`src/rtl/bitrev_seq.sv`:
```
// Sequencer for a bit-reversal stage: fills one block before producing output,
// applies downstream backpressure to the stage clock enable, flushes the last
// block with zero data at end of stream, then resets the bitreverse memory.
module bitrev_seq #(
  parameter int unsigned LGSIZE = 5
) (
  input  logic i_clk,
  input  logic i_reset,
  input  logic i_in_valid,
  input  logic i_in_last,
  input  logic i_in_eos,
  output logic o_in_ready,
  output logic o_out_valid,
  input  logic i_out_ready,
  output logic o_out_last,
  output logic o_ce,
  output logic o_zero,
  output logic o_br_reset,
  input  logic i_br_sync,
  output logic o_frame_err,
  output logic o_sync_err,
  output logic o_busy
);

  localparam int unsigned CW = LGSIZE - 1;
  localparam logic [CW-1:0] CNT_MAX = CW'((1 << CW) - 1);
  localparam logic [CW-1:0] CNT_ONE = CW'(1);

  typedef enum logic [1:0] {FILL, RUN, FLUSH, DRAIN} state_t;

  state_t        state, state_nxt;
  logic [CW-1:0] in_cnt, in_cnt_nxt;
  logic [CW-1:0] out_cnt, out_cnt_nxt;
  logic          out_valid_nxt;
  logic          frame_err_nxt;
  logic          sync_err_nxt;
  logic          ce_ok;
  logic          in_acc;
  logic          out_acc;
  logic          in_at_max;
  logic          drain_exit;

  // Handshake, clock-enable decode and next-state logic
  always_comb begin
    o_in_ready    = 1'b0;
    o_ce          = 1'b0;
    o_zero        = 1'b0;
    drain_exit    = 1'b0;
    state_nxt     = state;
    ce_ok         = !o_out_valid | i_out_ready;
    in_at_max     = (in_cnt == CNT_MAX);

    unique case (state)
      FILL, RUN: begin
        o_in_ready = ce_ok;
        o_ce       = i_in_valid & ce_ok;
      end
      FLUSH: begin
        o_ce   = ce_ok;
        o_zero = 1'b1;
      end
      DRAIN: begin
        drain_exit = !o_out_valid;
      end
      default: begin
        o_in_ready = 1'b0;
      end
    endcase

    in_acc  = i_in_valid & o_in_ready;
    out_acc = o_out_valid & i_out_ready;

    in_cnt_nxt  = o_ce ? (in_cnt + CNT_ONE) : in_cnt;
    out_cnt_nxt = out_acc ? (out_cnt + CNT_ONE) : out_cnt;

    unique case (state)
      FILL: begin
        if (o_ce && in_at_max)
          state_nxt = (i_in_last && i_in_eos) ? FLUSH : RUN;
      end
      RUN: begin
        if (o_ce && in_at_max && i_in_last && i_in_eos)
          state_nxt = FLUSH;
      end
      FLUSH: begin
        if (o_ce && in_at_max)
          state_nxt = DRAIN;
      end
      DRAIN: begin
        if (drain_exit) begin
          state_nxt   = FILL;
          in_cnt_nxt  = '0;
          out_cnt_nxt = '0;
        end
      end
      default: state_nxt = FILL;
    endcase

    // Only beats clocked after the block is full produce output
    if (o_ce && (state == RUN || state == FLUSH))
      out_valid_nxt = 1'b1;
    else if (i_out_ready)
      out_valid_nxt = 1'b0;
    else
      out_valid_nxt = o_out_valid;

    frame_err_nxt = in_acc & ((i_in_last != in_at_max) | (i_in_eos & !i_in_last));
    sync_err_nxt  = out_acc & (i_br_sync != (out_cnt == '0));

    o_br_reset = i_reset | drain_exit;
    o_out_last = o_out_valid & (out_cnt == CNT_MAX);
    o_busy     = (state != FILL) | (in_cnt != '0);
  end

  // State and counter registers with synchronous reset
  always_ff @(posedge i_clk) begin
    if (i_reset) begin
      state       <= FILL;
      in_cnt      <= '0;
      out_cnt     <= '0;
      o_out_valid <= 1'b0;
      o_frame_err <= 1'b0;
      o_sync_err  <= 1'b0;
    end else begin
      state       <= state_nxt;
      in_cnt      <= in_cnt_nxt;
      out_cnt     <= out_cnt_nxt;
      o_out_valid <= out_valid_nxt;
      o_frame_err <= frame_err_nxt;
      o_sync_err  <= sync_err_nxt;
    end
  end

endmodule

```
`config.mk`:
```
export PLATFORM = sky130hd
export DESIGN_NAME = bitrev_seq
export DESIGN_NICKNAME = d
export VERILOG_FILES = /design/src/rtl/bitrev_seq.sv
export SDC_FILE = /design/constraint.sdc
export NUM_CORES = 1
export LEC_CHECK = 0
export ABC_AREA = 0
export BUFFER_PORTS_ARGS = -buffer_cell sky130_fd_sc_hd__buf_2
export CAP_MARGIN = 20
export CORE_ASPECT_RATIO = 1.1
export CORE_UTILIZATION = 30
export DETAILED_ROUTE_END_ITERATION = 8
export PLACE_DENSITY = 0.48
export SETUP_SLACK_MARGIN = 0.2
export SLEW_MARGIN = 20
export SYNTH_ARGS = -nofsm -noshare
export SYNTH_HDL_FRONTEND = slang
export SYNTH_SLANG_ARGS = --single-unit
```
`constraint.sdc`:
```
create_clock -name i_clk -period 4.76 [get_ports i_clk]
set_input_delay 0.476 -clock i_clk [delete_from_list [all_inputs] [get_ports i_clk]]
set_output_delay 0.476 -clock i_clk [all_outputs]
set_load 0.01 [all_outputs]
```
==> results.md, run 1 <==
- Status: finished clean
- Pwr Total: 247 uW
- Post-route ant nets: 0
- Fin area: 932 sq um
- Final core utilization: 36.6%
- Routed vias: 668
- Die area: 2930 sq um
- IO Pins: 16
- Routed WL: 1590 um
- Clock buffer count from CTS: 3
- Worst Path Required: 4.28 ns
- Mapped cell area: 815 sq um
- Register bit total from synthesis: 13
- Worst skew pair latency: 0.27 ns
- CTS tree: yes
- Start of the worst register-to-register path: state[1]
- Share of cells above drive strength 1: 22.9%
- F_max: 428 MHz
- Register-to-register setup slack: 2.88 ns
- First-pass GRT wire length: 2570 um
- Cell Area, Placed: 906 sq um
- # diodes: 0
- Hold depth: 2
- Maximum capacitance violations: 0
- Num rows: 19
- Initial DRC count: 11
- DP HPWL: 1250 um
- Leakage power figure: 0.000402 uW
- Synth-to-Final Area Change: 14.4%
- Largest net degree at the start of global routing: 10
- Synth cell types: 29
- Max clock buf depth: 2
- Min Tclk post-route: 2.33 ns
- CTS Sinks: 13
- CP max FO: 8
- Unrepaired setup endpoints after global routing: no
- Number of vias per cell: 4.77
- Post-route DRC: 0
- Crit end category: primary output
- Post-CTS setup buffers: 0
- Initial Utilization: 32.0%
- Die Ht: 56.7 um
- Synthesized Nets: 108
- Syn. warnings: 0
- Resize count post-CTS: 0
- Hold Buf Count CTS: 0
- Kind of critical path: flop to primary output
- Reg clk slew, reported paths: 0.08 ns
- Gr usage total: 11.9%
- Share of the synthesized area in the top cell type: 32.0%
- GPL Wtd Cong: 0.785
- CP startpoint kind: flop
- CTS HTree Levels: 1
- Slew Limit Headroom: 77.1%
- Slew @ Worst Pin: 0.344 ns
- Gr ovfl total: 0
- Initial antenna violation count: 0
- Die Span X: 51.7 um
- Hold path endpoint: state[1]
- Final setup viols: 0
- Fin nets: 126
- Tcrit/Tclk final: 49.0%
- Pwr/cell area: 265 nW/um^2
- Synthesized instance count: 92
- Drt first pass iters: 4
- Reg-to-reg endpoint: state[1]
- TNS Setup: 0 ns
- Drt wl/cell: 11.4 um
- # port buffers: 15
- Root buffer cell: clkbuf_4
- Core box area: 2540 sq um
- Synthesized area per cell: 8.85 sq um
- Clk_skew: 0.00345 ns
- Dominant cell type by area after synthesis: dfxtp_1
- Type of the most critical hold path: input pin to flop
- HP Start: i_reset
- Final hold violation count: 0
- Vias in the first global route: 589
- Worst-case reg-to-reg path depth: 6
- Sequential share of the synthesized area: 32.0%
- CP arrival: 1.86 ns
- Final Max Slew Viols: 0
- Top post-synthesis cells by area: dfxtp_1 32%, ha_1 14%, nor2_1 5.5%
- Peak supply drop: 0.168 mV
kinds of logic (layout without fill, tap and decap cells):
logic type / count (synthesis) / in the layout / share of synthesized area, %
AO/OA/AOI/OAI: 19 / 19 / 20.0
XOR/XNOR: 4 / 4 / 4.30
adder cells (fa/ha/maj): 9 / 9 / 13.8
buffers and inverters: 12 / 29 / 7.37
flip-flops: 13 / 13 / 32.0
multiplexers: 1 / 1 / 1.23
AND/OR/NAND/NOR: 34 / 34 / 21.4
cell usage after synthesis, drive strengths merged:
cell type,instances
or2,1
dfxtp,13
inv,10
a31oi,1
nand2,6
a2111oi,1
nor2,12
o21bai,1
a21oi,6
buf,2
and4b,1
nor2b,1
xnor2,2
or3,3
and2b,1
and4,1
ha,9
a221oi,1
a21o,1
a32o,1
o21ai,4
nor3,2
a311oi,1
a211o,1
mux2i,1
a22o,1
xor2,2
nand3,6
worst max path at each step:
stage	startpoint	end	slack [ns]	cells after the start
finish	state[1]	o_ce	2.43	6
global route	state[1]	o_ce	2.29	6
CTS	state[1]	o_ce	2.40	6
detailed placement	state[1]	o_ce	2.72	6
global placement	state[1]	o_ce	2.77	6
floorplan	state[1]	o_ce	3.04	6
power breakdown:
part           internal, uW  switching, uW
clock network          32.4           35.2
logic                  25.1           33.5
registers               115           6.17
registers in the layout, indices dropped and copies added, names as in the netlist:
name	cells
out_cnt	4
state	2
o_sync_err	1
o_frame_err	1
o_out_valid	1
in_cnt	4
stage by stage:
stage	setup slack (ns)	std cells	hold WS, ns
2_1_floorplan	3.04	92	0.464
3_3_place_gp	2.77	136	0.486
3_5_place_dp	2.72	136	0.485
4_1_cts	2.40	140	0.470
5_1_grt	2.29	140	0.478
6_report	2.43	140	0.475
cell usage in the layout (no fill, tap or decap):
cell       Yosys  final
a2111oi_4      1      1
a211o_1        1      1
a21o_2         1      1
a21oi_1        6      6
a221oi_2       1      1
a22o_1         1      1
a311oi_1       1      1
a31oi_1        1      1
a32o_1         1      1
and2b_2        1      1
and4_1         1      1
and4b_1        1      1
buf_2          0     15
clkbuf_1       0      1
clkbuf_4       0      3
dfxtp_1       13     13
ha_1           9      9
inv_1         10     10
mux2i_1        1      1
nand2_1        6      6
nand3_1        6      6
nor2_1        12     12
nor2b_4        1      1
nor3_1         2      2
o21ai_0        3      3
o21ai_4        1      1
o21bai_1       1      1
or2_2          1      1
or3_1          3      3
xnor2_1        2      2
xor2_1         2      2
critical path, cell delays in order, from the launching register on:
cell and delay, ns:
dfxtp_1 0.35, inv_1 0.12, ha_1 0.35, o21ai_4 0.11
a211o_1 0.37, inv_1 0.15, buf_2 0.15
final cells by class:
cell class                      instances  area (sq um)
Fill cell                             274          1610
Timing Repair Buffer                   15          75.1
Multi-Input combinational cell         67           494
Tap cell                               31          38.8
Inverter                               10          37.5
Sequential cell                        13           260
Clock buffer                            4          26.3
metal layers:
layer / vias to the layer above / global-route usage [%] / part of all wire [%]
met5: - / 0 / 0
met4: 0 / 8.11 / 1.3
met3: 2 / 1.90 / 4.5
met2: 12 / 17.8 / 43
met1: 300 / 15.3 / 51
li1: 354 / - / -
Power figures use the tool's default switching activity.
==> inputs of run 2 (changes only) <==
- ABC_AREA: 0 -> 1
- PLACE_DENSITY: 0.48 -> 0.5
- clock period: 4.76 -> 1.9 ns (I/O delays scaled with it)
==> results.md, run 2 <==
- Final WS setup: 0.302 ns
- Clock buffer count from CTS: 3
- TNS Setup: 0 ns
- Critical path cell sequence: inv_4, ha_4, inv_1, nand2_2, nand3_2, nand2_2, nand2_4, inv_4, buf_2
- Worst skew pair latency: 0.28 ns
- Synthesized area per cell: 7.44 sq um
- Worst Path Required: 1.71 ns
- IO Pins: 16
- Number of vias per cell: 4.44
- Clock power share: 15.0%
- Gr usage total: 12.1%
- CTS tree: yes
- Register bit total from synthesis: 13
- DP HPWL: 1270 um
- Drt wl/cell: 9.96 um
- Initial antenna violation count: 0
- Synthesized instance count: 107
- Delay-heaviest family, CP: flip-flops
- Reg clk slew, reported paths: 0.09 ns
- Num rows: 19
- Met2 wire length: 748 um
- First-pass GRT wire length: 2570 um
- # port buffers: 15
- Final Max Slew Viols: 0
- Synth cell types: 21
- Commonest cells post-synth: 19 x inv_1, 16 x nand2_1, 13 x dfxtp_1
- Seq pwr share: 33.6%
- Post-route DRC: 0
- Gr ovfl total: 0
- Slowest cell on crit path: dfxtp_4
- Die Ht: 56.0 um
- Top-count cell post-synth: inv_1
- Hold depth: 2
- Commonest non-fill, non-tap cell in the layout: inv_1
- Vias in the first global route: 656
- Primary FF master, synth: dfxtp_1
- Syn. warnings: 0
- Maximum capacitance violations: 0
- Max clock buf depth: 2
- Post-route ant nets: 0
- Dominant cell type by area after synthesis: dfxtp_1
- CP arrival: 1.41 ns
- Final hold violation count: 0
- Crit end category: primary output
- Tcrit/Tclk final: 84.1%
- Synthesized Nets: 123
- Switching Fraction: 40.3%
- Min Tclk post-route: 1.60 ns
- Clk_skew: 0.00737 ns
- Met1 wire length: 780 um
- Most frequent cells in the layout: 17 x inv_1, 16 x nand2_1, 15 x buf_2, 11 x dfxtp_1, 9 x nor2_1
- Unrepaired setup endpoints after global routing: no
- Net switching power: 457 uW
- Fill cells: 262
- Max incr delay on CP: 0.37 ns
- F_max: 626 MHz
- Die Span X: 51.1 um
- Type of the most critical hold path: input pin to flop
- CP startpoint kind: flop
- Worst hold slack: 0.171 ns
- GPL Wtd Cong: 0.780
- Core box area: 2500 sq um
- Leakage power figure: 0.000472 uW
- Worst-case reg-to-reg path depth: 10
- Largest net degree at the start of global routing: 9
- Die area: 2860 sq um
- Final setup viols: 0
- CTS HTree Levels: 1
- Combinational Power Share: 51.4%
- # diodes: 0
- Mapped cell area: 796 sq um
- Share of cells above drive strength 1: 31.5%
- Sequential share of the synthesized area: 32.7%
- Initial Utilization: 31.9%
- CTS Sinks: 13
- Kind of critical path: flop to primary output
- Initial DRC count: 19
- Fin nets: 147
- Root buffer cell: clkbuf_4
- Slew Limit Headroom: 83.9%
- Pwr/cell area: 1130 nW/um^2
- Top post-synthesis cells by area: dfxtp_1 33%, ha_1 14%, inv_1 9.0%
- Slew @ Worst Pin: 0.242 ns
- Routed WL: 1600 um
- Drt first pass iters: 4
- Largest regs: in_cnt: 4 flops, out_cnt: 4 flops, state: 2 flops
- Uppermost layer routed: met4
- Pwr Total: 1130 uW
- Levels on crit path: 9
- Status: finished clean
- Share of the synthesized area in the top cell type: 32.7%
- Int Pwr: 676 uW
- EDFF count, synth: 0
- WP buf/inv: 4
- Peak supply drop: 0.524 mV
- Met3 wire len: 59 um
- Routed vias: 715
- Async SR Flop Fraction: 0%
- Synth-to-Final Area Change: 26.3%
- CP max FO: 5
- Pre-CTS setup slack: 0.349 ns
[run 2: cell types whose count changed in the layout (fill, tap and decap cells not counted), moves of 3 or more]
cell | previous run | this run
nand2_1 | 6 | 16
inv_1 | 10 | 17
nand2_2 | 0 | 5
buf_4 | 0 | 4
inv_4 | 0 | 3
nor2_1 | 12 | 9
or3_1 | 3 | 0
[run 2: final cells by class]
type	count	area [sq um]	area share, %
multi-input cells	73	479	47.7
flip-flops and latches	13	268	26.7
inverters	21	86.3	8.59
clock inverters	1	5.00	0.498
well taps	31	38.8	3.86
repair buffers	19	105	10.5
clock buffers	3	22.5	2.24
[run 2: path summary, 6_finish.rpt]
check | from | endpoint | slack, ns
hold / removal | i_reset | o_out_valid | 0.17
setup reg to reg | state[1] | in_cnt[0] | 0.51
hold reg to reg | out_cnt[0] | out_cnt[0] | 0.50
setup / recovery | state[1] | o_ce | 0.30
[run 2: cells by family (layout without fill, tap and decap cells)]
logic type / after synthesis / in the layout / synth area share [%]
simple gates: 45 / 45 / 27.0
buf+inv: 21 / 44 / 10.2
compound gates: 16 / 16 / 12.6
flops: 13 / 13 / 32.7
fa+ha+maj: 9 / 9 / 14.2
xor+xnor: 3 / 3 / 3.30
[run 2: metrics by stage]
stage	utilization (%)	area, sq um	std cells
after floorplan	-	796	107
after global placement	36.4	910	153
after detailed placement	36.4	910	153
after CTS	37.7	942	157
after global routing	40.3	1000	161
final	40.3	1000	161
[run 2: metal layers]
layer  GRT usage (%)  up-vias
met5               0        -
met4            8.33        0
met3            2.73        2
met2            19.0       12
met1            14.3      315
li1                -      386
[run 2: power groups by stage]
stage	logic [uW]	clock network, uW	registers (uW)
finish	582	170	380
global route	659	198	388
detailed placement	485	0	369
floorplan	358	0	364
CTS	492	182	366
global placement	490	0	366
[run 2: timing repair]
action | 4_1_cts | 5_1_grt
resized for setup | 3 | 9
setup buffers | 0 | 4
endpoints found under the setup margin | 1 | 1
hold buffers | 0 | 0
pin swaps | 0 | 3
==> inputs of run 3 (changes only) <==
- PLACE_DENSITY: 0.5 -> 0.48
- clock period: 1.9 -> 1.56 ns (I/O delays scaled with it)
==> results.md, run 3 (synthesis results as in run 2) <==
- Hold depth: 2
- # port buffers: 15
- Kind of critical path: flop to primary output
- Slew @ Worst Pin: 0.205 ns
- Slew Limit Headroom: 86.2%
- Met2 Use GR: 22.0%
- Largest regs: in_cnt: 4 flops, out_cnt: 4 flops, state: 2 flops
- Clk_skew: 0.00410 ns
- First-pass GRT wire length: 3040 um
- # diodes: 0
- Crit end category: primary output
- Leakage power figure: 0.000510 uW
- Die Span X: 51.1 um
- CP arrival: 1.32 ns
- IO Pins: 16
- Drt wl/cell: 10.5 um
- Routed vias: 756
- Placed Instances: 153
- DP HPWL: 1290 um
- HP Start: i_reset
- Root buffer cell: clkbuf_4
- Peak supply drop: 0.689 mV
- Clock buffer count from CTS: 3
- Status: finished clean
- Vias in the first global route: 688
- Routed WL: 1770 um
- Hold path endpoint: o_out_valid
- Share of cells above drive strength 1: 42.3%
- CP startpoint kind: flop
- GRT busiest layer: met2
- Initial Utilization: 31.9%
- Non-filler cells in the finished layout: 168
- CTS Sinks: 13
- F_max: 679 MHz
- Met3 usage: 3.55%
- CTS tree: yes
- Gr ovfl total: 0
- Core box area: 2500 sq um
- Most frequent cells in the layout: 15 x inv_1, 15 x nand2_1, 14 x buf_2, 10 x buf_4, 9 x dfxtp_1
- Final Max Slew Viols: 0
- Register-to-register setup slack: 0.16 ns
- Tcrit/Tclk final: 94.3%
- Final hold violation count: 0
- CTS HTree Levels: 1
- TNS Setup: 0 ns
- Post-route ant nets: 0
- Die Ht: 56.0 um
- Pwr/cell area: 1430 nW/um^2
- Final setup viols: 0
- Synth-to-Final Area Change: 37.4%
- CP max FO: 4
- Pwr Total: 1560 uW
- Initial antenna violation count: 0
- Reg-to-reg endpoint: in_cnt[0]
- Num rows: 19
- Maximum capacitance violations: 0
- Worst Path Required: 1.40 ns
- Met1 Usage GRT: 18.9%
- Largest net degree at the start of global routing: 8
- Worst hold slack: 0.138 ns
- Number of vias per cell: 4.50
- Max clock buf depth: 2
- Worst skew pair latency: 0.28 ns
- Start of the worst register-to-register path: state[1]
- Reg clk slew, reported paths: 0.09 ns
- Hold Buf Count CTS: 0
- Type of the most critical hold path: input pin to flop
- Gr usage total: 14.4%
- GPL Wtd Cong: 0.751
- Drt first pass iters: 5
- Worst-case reg-to-reg path depth: 11
- Min Tclk post-route: 1.47 ns
- Final core utilization: 43.8%
- Fin nets: 154
- Die area: 2860 sq um
- Unrepaired setup endpoints after global routing: yes
- Post-route DRC: 0
- Initial DRC count: 4
run 3: cell types whose count changed in the layout (fill, tap and decap cells not counted), moves of 2 or more:
cell | previous run | this run
buf_4 | 4 | 10
buf_6 | 0 | 2
dfxtp_1 | 11 | 9
dfxtp_2 | 0 | 2
inv_1 | 17 | 15
nor2_1 | 9 | 7
nor2_2 | 0 | 2
o21ai_0 | 5 | 3
o21ai_2 | 0 | 2
run 3: report_power, final:
| group | leakage [uW] | internal (uW) | switching (uW) |
|---|---|---|---|
| clock | 0.0000150 | 99.0 | 120 |
| combinational | 0.000387 | 436 | 448 |
| sequential | 0.000108 | 402 | 57.7 |
run 3: worst max-delay path by stage:
stage              from  endpoint  slack, ns  cells past startpoint
6_report       state[1]      o_ce       0.09                      9
4_1_cts        state[1]      o_ce       0.05                      9
3_5_place_dp   state[1]  state[0]       0.11                      9
2_1_floorplan  state[1]  state[0]       0.22                      9
3_3_place_gp   state[1]  state[0]       0.12                      9
5_1_grt        state[1]      o_ce       0.01                      9
run 3: area by class of cell:
| type | count | area (sq um) |
|---|---|---|
| well taps | 31 | 38.8 |
| inverters | 21 | 88.8 |
| repair buffers | 26 | 168 |
| clock buffers | 4 | 26.3 |
| multi-input cells | 73 | 502 |
| flip-flops and latches | 13 | 270 |
| fillers | 271 | 1400 |
run 3: what timing repair did:
item / CTS / global route
gates resized for setup: 12 / 13
buffers inserted: 8 / 3
setup endpoints to repair: 6 / 12
pin swaps: 6 / 4
run 3: routing by layer:
layer / share of wire [%] / vias up
met2: 48 / 15
li1: - / 399
met4: 0.96 / 0
met1: 47 / 340
met3: 4.3 / 2
met5: 0 / -
run 3: worst max-delay path: stages (launching register included):
cell and delay [ns]:
dfxtp_4 0.37, inv_4 0.08, ha_4 0.15, inv_4 0.03, nand2_2 0.05, nand3_2 0.07, nand2_2 0.09, nand2_4 0.06
inv_4 0.05, buf_6 0.09
run 3: stage by stage:
stage               cell area [sq um]  setup WS [ns]
floorplan                         801          0.223
global placement                  915          0.115
detailed placement                915          0.106
CTS                              1040         0.0515
global route                     1090         0.0149
finish                           1090         0.0882
